$ cat src/rtl/ysyx_25020042_fetch_ctrl.sv
// ysyx_25020042_fetch_ctrl: single-outstanding instruction fetch sequencer with branch/trap redirect
module ysyx_25020042_fetch_ctrl #(
    parameter int PC_LEN = 32,
    parameter int INS_BYTES = 4,
    parameter logic [PC_LEN-1:0] RESET_PC = PC_LEN'(32'h8000_0000)
) (
    input  logic              clk,
    input  logic              rst,
    input  logic              redir_valid,
    input  logic [PC_LEN-1:0] redir_pc,
    input  logic              trap_valid,
    input  logic [PC_LEN-1:0] trap_pc,
    output logic              imem_req_valid,
    input  logic              imem_req_ready,
    output logic [PC_LEN-1:0] imem_req_addr,
    input  logic              imem_resp_valid,
    input  logic [31:0]       imem_resp_data,
    input  logic              imem_resp_err,
    output logic              inst_valid,
    input  logic              inst_ready,
    output logic [31:0]       inst,
    output logic [PC_LEN-1:0] inst_pc,
    output logic              inst_fault,
    output logic [PC_LEN-1:0] pc
);
    typedef enum logic [1:0] {REQ, WAIT, DROP, HOLD} state_t;
    state_t state, state_nxt;
    logic [PC_LEN-1:0] pc_nxt, target;
    logic redirect, req_fire, latch;
    assign redirect = trap_valid | redir_valid;
    assign target = trap_valid ? trap_pc : redir_pc;
    assign imem_req_valid = (state == REQ) && !rst;
    assign imem_req_addr = pc;
    assign inst_valid = (state == HOLD);
    assign req_fire = imem_req_valid && imem_req_ready;
    always_comb begin
        state_nxt = state;
        pc_nxt = redirect ? target : pc;
        latch = 1'b0;
        case (state)
            REQ: state_nxt = req_fire ? (redirect ? DROP : WAIT) : REQ;
            WAIT: begin
                latch = imem_resp_valid && !redirect;
                state_nxt = imem_resp_valid ? (redirect ? REQ : HOLD) : (redirect ? DROP : WAIT);
            end
            DROP: state_nxt = imem_resp_valid ? REQ : DROP;
            HOLD: begin
                pc_nxt = redirect ? target : (inst_ready ? pc + PC_LEN'(INS_BYTES) : pc);
                state_nxt = (inst_ready || redirect) ? REQ : HOLD;
            end
            default: state_nxt = REQ;
        endcase
    end
    always_ff @(posedge clk) begin
        if (rst) begin
            state <= REQ;
            pc <= RESET_PC;
            inst <= '0;
            inst_pc <= '0;
            inst_fault <= 1'b0;
        end else begin
            state <= state_nxt;
            pc <= pc_nxt;
            if (latch) begin
                inst <= imem_resp_data;
                inst_pc <= pc;
                inst_fault <= imem_resp_err;
            end
        end
    end
endmodule
$ cat config.mk
export PLATFORM = sky130hd
export DESIGN_NAME = ysyx_25020042_fetch_ctrl
export DESIGN_NICKNAME = d
export VERILOG_FILES = /design/src/rtl/ysyx_25020042_fetch_ctrl.sv
export SDC_FILE = /design/constraint.sdc
export NUM_CORES = 1
export LEC_CHECK = 0
export BUFFER_PORTS_ARGS = -buffer_cell sky130_fd_sc_hd__buf_2
export CAP_MARGIN = 10
export CORE_UTILIZATION = 25
export CTS_BUF_LIST = sky130_fd_sc_hd__clkbuf_4 sky130_fd_sc_hd__clkbuf_8
export CTS_CLUSTER_DIAMETER = 150
export DETAILED_ROUTE_END_ITERATION = 10
export PLACE_DENSITY = 0.5
export SYNTH_ARGS = -nofsm -noshare
export SYNTH_HDL_FRONTEND = slang
export SYNTH_SLANG_ARGS = --single-unit
$ cat constraint.sdc
create_clock -name clk -period 3.2 [get_ports clk]
set_input_delay 0.16 -clock clk [delete_from_list [all_inputs] [get_ports clk]]
set_output_delay 0.16 -clock clk [all_outputs]
set_load 0.005 [all_outputs]
Yosys cells after proc, flatten, opt, wreduce, memory -nomap -nowiden

Index checks and enable logic that the tools add are counted.

Add/sub/neg operators: 1
Equality and inequality tests: 3
Multiplexer cells: 13
Bitwise logic cells: 1
Reduce and logical (&&, ||, !) cells: 10

Operators with widths:

| cell                                                                   | count |
|---|---|
| 32-bit two-way mux                                                     | 5 |
| 32-bit by 3-bit adder with 32-bit output (second input constant)       | 1 |
| 2-bit two-way mux                                                      | 6 |
| 2-bit one-hot mux with 4 select lines                                  | 1 |
| 2-bit equality test (second input constant)                            | 2 |
| 2-bit nonzero test                                                     | 2 |
| 1-bit logical AND                                                      | 3 |
| 2-bit by 1-bit equality test with 1-bit output (second input constant) | 1 |
| 1-bit logical NOT                                                      | 2 |
| 2-bit logical NOT                                                      | 1 |
| 2-bit AND reduction                                                    | 1 |
| 1-bit logical OR                                                       | 1 |
| 1-bit two-way mux                                                      | 1 |
| 1-bit OR                                                               | 1 |

Register bits after elaboration: 99
Bits of input ports: 104
Output and inout port bits: 131
Word-level logic and storage cells: 33

Logic depth before layout (Yosys ltp)

Gate-level depths: netlist of run 1.

Depth in word-level cells: 5
Gate-level depth with buffers: 12
Mapped depth without buffers: 7

Least setup slack after synthesis of run 1

Ideal clock, no wire load.

Kind: input port to flip-flop
From: input redir_valid
To: register inst[16]
Library setup time: 132 ps
Arrival time: 2080 ps
Required time: 3068 ps
Path slack: 988 ps
Stages on the path: 12
Buffers on the path: 5
Cell sequence: buf_6 > or2_1 > buf_6 > inv_4 > clkbuf_1 > ha_1 > nand2_1 > or2_2 > clkbuf_1 > buf_1 > nand2_1 > a21oi_1

Cells in the longest elaborated chain, start to end: 4

Ends and longest elaborated chain:

| what                   | RTL line | RTL |
|---|---|---|
| start: declaration     | 9        | `input logic redir_valid,` |
| 1-bit OR               | 30       | `assign redirect = trap_valid \| redir_valid;` |
| 1-bit logical NOT      | 43       | `latch = imem_resp_valid && !redirect;` |
| 1-bit logical AND      | 43       |  |
| 1-bit two-way mux      | 40       | `case (state)` |
| end signal: assignment | 65       | `inst <= imem_resp_data;` |
| end: declaration       | 21       | `output logic [31:0] inst,` |

Every way passes these cells.
A chain may end at the register's enable or synchronous reset.

Worst setup path after layout of run 1

From: register pc[2] (netlist: imem_req_addr[2])
To: register pc[28] (netlist: imem_req_addr[28])

Cells in the longest elaborated chain, start to end: 4

Ends and longest elaborated chain:

| what                                     | RTL line | RTL |
|---|---|---|
| start: declaration                       | 24       | `output logic [PC_LEN-1:0] pc` |
| start signal: assignment                 | 63       | `pc <= pc_nxt;` |
| 32-bit by 3-bit adder with 32-bit output | 48       | `pc_nxt = redirect ? target : (inst_ready ? pc + PC_LEN'(INS_BYTES) : pc);` |
| 32-bit two-way mux (2 in series)         | 48       |  |
| 32-bit two-way mux                       | 40       |  |

Every way passes these cells. The select of a mux whose other input is x is not followed.

==> results of run 1 <==
[repair_timing]
action | CTS | global route
hold buffers | 32 | 0
gates resized for setup | 0 | 0
setup endpoints to repair | 0 | 0
endpoints found under the hold margin | 32 | 0
[metrics by stage]
| stage | utilization, % | power, uW | cells |
|---|---|---|---|
| 2_1_floorplan | - | 1530 | 625 |
| 3_3_place_gp | 31.6 | 1680 | 1023 |
| 3_5_place_dp | 31.6 | 1680 | 1023 |
| 4_1_cts | 34.5 | 2670 | 1071 |
| 5_1_grt | 34.5 | 2760 | 1072 |
| 6_report | 34.5 | 2630 | 1073 |
[synthesized netlist by cell type, types with 4 or more instances]
library cell / count
o22ai_1: 15
buf_1: 6
dfxtp_1: 99
nand3_1: 9
nand2_1: 156
a21oi_1: 91
clkbuf_1: 31
or3_1: 4
nor2b_1: 6
a31oi_1: 7
a211oi_1: 13
and4_1: 8
nand4_1: 8
and2_1: 5
nor4_1: 7
nor2_1: 24
o21ai_0: 17
mux2i_1: 11
nor3_1: 12
xnor2_1: 8
buf_4: 33
inv_1: 5
buf_2: 7
a22oi_1: 5
[path summary, 6_finish.rpt]
| check | end | slack [ns] |
|---|---|---|
| hold reg to reg | inst[6] | 0.46 |
| setup / recovery | imem_req_addr[28] | 0.68 |
| hold / removal | inst[26] | 0.02 |
| setup reg to reg | imem_req_addr[28] | 0.68 |
[flip-flops by register name, summed over array words and instances, names as in the netlist]
register,cells
imem_req_addr,32
inst,32
inst_pc,32
state,2
inst_fault,1
[area by class of cell]
type / count / area [um^2] / area share (%)
diodes: 2 / 5.00 / 0.0772
clock buffers: 10 / 138 / 2.12
clock inverters: 6 / 87.6 / 1.35
inverters: 6 / 25.0 / 0.386
multi-input cells: 439 / 2360 / 36.4
flip-flops and latches: 99 / 1980 / 30.6
well taps: 234 / 293 / 4.52
repair buffers: 277 / 1590 / 24.5
[worst max-delay path: cells and delay by family, from the launching register on]
kind                     cells  cell delay, ns
AND/OR/NAND/NOR              2            0.81
AO/OA/AOI/OAI                3            0.67
flip-flops                   1            0.58
adder cells (fa/ha/maj)      1            0.31
[report_power, final]
group	internal [uW]	total, uW	switching [uW]
combinational	178	341	163
sequential	1270	1340	69.8
clock	464	948	484
[per-layer routing]
| layer | up-vias | track usage, % | routed length, um |
|---|---|---|---|
| met1 | 2348 | 23.0 | 7820 |
| met4 | 2 | 5.78 | 252 |
| met5 | - | 0 | 13 |
| met3 | 20 | 3.06 | 962 |
| li1 | 2557 | - | - |
| met2 | 187 | 26.1 | 7710 |
[cells by family after synthesis]
group | share of synthesized area (%)
AOI/OAI and AO/OA | 20.0
DFF | 41.2
buffers and inverters | 10.1
adders and majority gates | 0.781
and+or+nand+nor | 23.6
muxes | 2.76
xor gates and xnor gates | 1.46
==> flow_summary.yaml, run 1 <==
run_status:
  status: "finished, final reports clean"
yosys:
  async_flop_share_pct: 0
  synthesis.area_um2: 4800
  synthTopCellsByArea: "dfxtp_1, nand2_1, a21oi_1, buf_4, clkbuf_1"
  yosysWarnings: 0
  yosys.area.top_type_share_pct: 41.3
  syn_inst: 625
  synth-main-ff-cell: "dfxtp_1"
  synth_edf_count: 0
  ys_types: 50
  synth.avg_cell_area_um2: 7.69
  seq_area_frac_synth_pct: 41.3
  yosysTopAreaCell: "dfxtp_1"
  synth.net_count: 732
  ys_seq_elements: 99
global_routing:
  grt_first_pass_wirelength_mm: 25.6
  gr-total-overflow: 0
  first_global_vias: 4450
  grt_start_max_net_pins: 57
  grt_use_total_pct: 16.7
  antenna_found_initial: 3
clocking:
  clkLatencyLatePin_ns: 0.39
  ctsHtreeMaxLevel: 3
  cts.sinks: 99
  path_clk_slew_ns: 0.10
  clockBufferDepth: 2
  cts_buffers: 9
  cts_tree: "built"
  post_cts_buffers: 0
  cts_root_buf: "clkbuf_8"
worst_setup_path:
  end_kind: "flip-flop"
  cp-start-kind: "flip-flop"
  critPathMaxStageDelay_ns: 0.58
  cpMaxStageDelayCell: "dfxtp_1"
  cp.arrival_ns: 2.76
  crit_chain: "ha_1 > and4_1 > nand4_1 > o31a_1 > o21ai_0 > a21oi_1"
  cp-startpoint: "imem_req_addr[2]"
  worstRegToRegCells: 6
  r2r-start: "imem_req_addr[2]"
  worstPathMaxFanout: 9
  critical_path_class: "reg -> reg"
  cp_data_required_time_ns: 3.44
sta:
  min_period_ns: 2.52
  final.setup_skew_ns: 0.0109
  relSlewSlack_pct: 51.3
  hold_ws_ns: 0.0207
  fmax_mhz: 397
  rsz0062_at_grt: "false"
  setup_violations: 0
  finalSetupTns_ns: 0
  worstMarginPinSlew_ns: 0.730
  final_max_slew_viol_count: 0
  post-route-period-util_pct: 78.7
  hold_violations: 0
  fin_ws_ns: 0.683
finish:
  syn_to_final_growth_pct: 34.8
  design_area_um2: 6480
  final.fill_count: 2034
  nNetsFinal: 939
  drive_above_1_share_pct: 32.4
  most-common-layout-cells: "buf_2, nand2_1, dfxtp_1, a21oi_1, dlygate4sd3_1"
  layout_commonest_cell: "buf_2"
placement:
  pre_cts_slack_ns: 0.675
  portBuffers: 234
  hpwlAfterDp_mm: 11.6
  dpl_cell_area_um2: 5930
  place.gp.congestion: 0.784
power_and_ir_drop:
  leakage_uw: 0.00280
  powerDensity_nw_per_um2: 405
  vdd_drop_max_v: 0.000159
die:
  ios: 235
  start_util_pct: 25.6
  coreArea_um2: 18800
  die_x_um: 141
  fp-row-count: 50
  die_h_um: 141
  die-area_um2: 19800
route:
  vias_per_cell: 4.77
  drtPass1Iterations: 4
  drc: 0
  vias: 5114
  first_iter_violations: 206
  post_drt_wl_per_cell_um: 15.6
  ant_nets: 0
  routed_wl_mm: 16.8
worst_hold_path:
  hp-class: "in -> reg"
  whs_path_depth: 3
  hold_start: "imem_resp_data[26]"
flow_run:
  drv_cap: 0
Power figures use the tool's default switching activity.
==> inputs of run 2 (changes only) <==
- clock period: 3.2 -> 2.6 ns (I/O delays scaled with it)
==> run 2 against run 1 <==
Maximum frequency is 7.7% higher. Largest power group unchanged. Clock power up 1%. Die area did not move. Worst hold slack better by 0.061 ns. Register-to-register slack worse by 0.42 ns. Setup slack got worse by 0.42 ns. First-iteration DRC count up 29%. Cell count up 0.93%. Global-route usage rose by 0.37 points. Sequential power up 22%.
==> flow_summary.yaml, run 2 (synthesized netlist as in run 1, its figures left out) <==
worst_hold_path:
  whs_path_depth: 3
  hold_path_end: "imem_req_addr[21]"
  hold_start: "redir_pc[21]"
  hp-class: "in -> reg"
worst_setup_path:
  cp.arrival_ns: 2.57
  cpMaxStageDelayCell: "dfxtp_1"
  cp_data_required_time_ns: 2.83
  critPathMaxStageDelay_ns: 0.50
  cp-start-kind: "flip-flop"
  worstRegToRegCells: 6
  end_kind: "flip-flop"
  critical_path_class: "reg -> reg"
  worstPathMaxFanout: 9
  crit_chain: "ha_1 > and4_1 > nand4_1 > o31a_1 > o21ai_0 > a21oi_1"
  r2r_slack_ns: 0.26
  reg2reg_to: "imem_req_addr[28]"
  r2r-start: "imem_req_addr[2]"
clocking:
  clkLatencyLatePin_ns: 0.37
  cts.sinks: 99
  path_clk_slew_ns: 0.10
  cts_root_buf: "clkbuf_8"
  ctsHtreeMaxLevel: 3
  clockBufferDepth: 2
  cts_tree: "built"
  post_cts_buffers: 0
  cts_buffers: 9
  ctsResizeCount: 0
sta:
  rsz0062_at_grt: "false"
  post-route-period-util_pct: 89.9
  fin_ws_ns: 0.262
  relSlewSlack_pct: 49.7
  hold_violations: 0
  final_max_slew_viol_count: 0
  fmax_mhz: 428
  worstMarginPinSlew_ns: 0.754
  final.setup_skew_ns: 0.00939
  finalSetupTns_ns: 0
  min_period_ns: 2.34
  setup_violations: 0
global_routing:
  grt_use_total_pct: 17.1
  first_global_vias: 4560
  antenna_found_initial: 2
  grt_first_pass_wirelength_mm: 26.1
  use_met3_pct: 3.87
  grt_use_met2_pct: 28.0
  met1_usage_pct: 22.5
  gr-max-usage-layer: "met2"
  gr-total-overflow: 0
  grt_start_max_net_pins: 62
route:
  drtPass1Iterations: 6
  vias: 5112
  vias_per_cell: 4.72
  post_drt_wl_per_cell_um: 15.9
  routed_wl_mm: 17.2
  drc: 0
  first_iter_violations: 265
  ant_nets: 0
finish:
  final.fill_count: 2016
  design_area_um2: 6540
  drive_above_1_share_pct: 32.7
  nNetsFinal: 950
  multiInputGateArea_um2: 2360
  register_area_um2: 1980
  syn_to_final_growth_pct: 36.1
  most-common-layout-cells: "buf_2, nand2_1, dfxtp_1, a21oi_1, dlygate4sd3_1"
  layout_commonest_cell: "buf_2"
placement:
  place.gp.congestion: 0.752
  hpwlAfterDp_mm: 11.9
  pre_cts_slack_ns: 0.325
  dpl_cell_area_um2: 5990
  portBuffers: 234
die:
  coreArea_um2: 18800
  fp-row-count: 50
  ios: 235
  start_util_pct: 25.6
  die-area_um2: 19800
  die_h_um: 141
  die_x_um: 141
power_and_ir_drop:
  vdd_drop_max_v: 0.000303
  powerDensity_nw_per_um2: 466
  leakage_uw: 0.00283
flow_run:
  drv_cap: 0
run_status:
  status: "finished, final reports clean"
-- run 2: what timing repair did --
item                                   CTS  global route
setup endpoints to repair                0             0
endpoints found under the hold margin   36             0
hold buffers                            36             0
-- run 2: worst max-delay path by stage --
stage / start / to / cells past startpoint
floorplan: redir_valid / inst[16] / 12
global placement: imem_req_addr[2] / imem_req_addr[28] / 6
detailed placement: imem_req_addr[2] / imem_req_addr[28] / 6
CTS: imem_req_addr[2] / imem_req_addr[28] / 6
global route: imem_req_addr[2] / imem_req_addr[22] / 6
finish: imem_req_addr[2] / imem_req_addr[28] / 6
-- run 2: critical path: cells and delay by family, from the launching register on --
| kind | cells | cell delay (ns) |
|---|---|---|
| simple gates | 2 | 0.77 |
| compound gates | 3 | 0.66 |
| flops | 1 | 0.50 |
| fa+ha+maj | 1 | 0.27 |
-- run 2: cell type report --
class / count / area share [%]
flip-flops and latches: 99 / 30.3
well taps: 234 / 4.48
repair buffers: 288 / 25.9
clock inverters: 3 / 0.344
clock buffers: 12 / 2.43
diodes: 2 / 0.0765
multi-input cells: 439 / 36.1
inverters: 6 / 0.383
-- run 2: metrics by stage --
step / hold WS (ns) / power, uW / utilization [%] / cells
2_1_floorplan: 0.266 / 1890 / - / 625
5_1_grt: 0.0617 / 3220 / 34.8 / 1083
6_report: 0.0814 / 3050 / 34.8 / 1083
4_1_cts: 0.0506 / 3120 / 34.8 / 1081
3_3_place_gp: 0.368 / 2080 / 31.9 / 1030
3_5_place_dp: 0.376 / 2080 / 31.9 / 1030
-- run 2: power breakdown --
part           switching (uW)  internal (uW)  total [uW]
clock                     550            411         961
combinational             216            233         449
sequential               77.6           1560        1640
-- run 2: metal layers --
layer  routed length [um]  share of wire (%)
met5                    0                  0
met4                  183                1.1
met3                  954                5.6
met2                 8180                 48
met1                 7870                 46
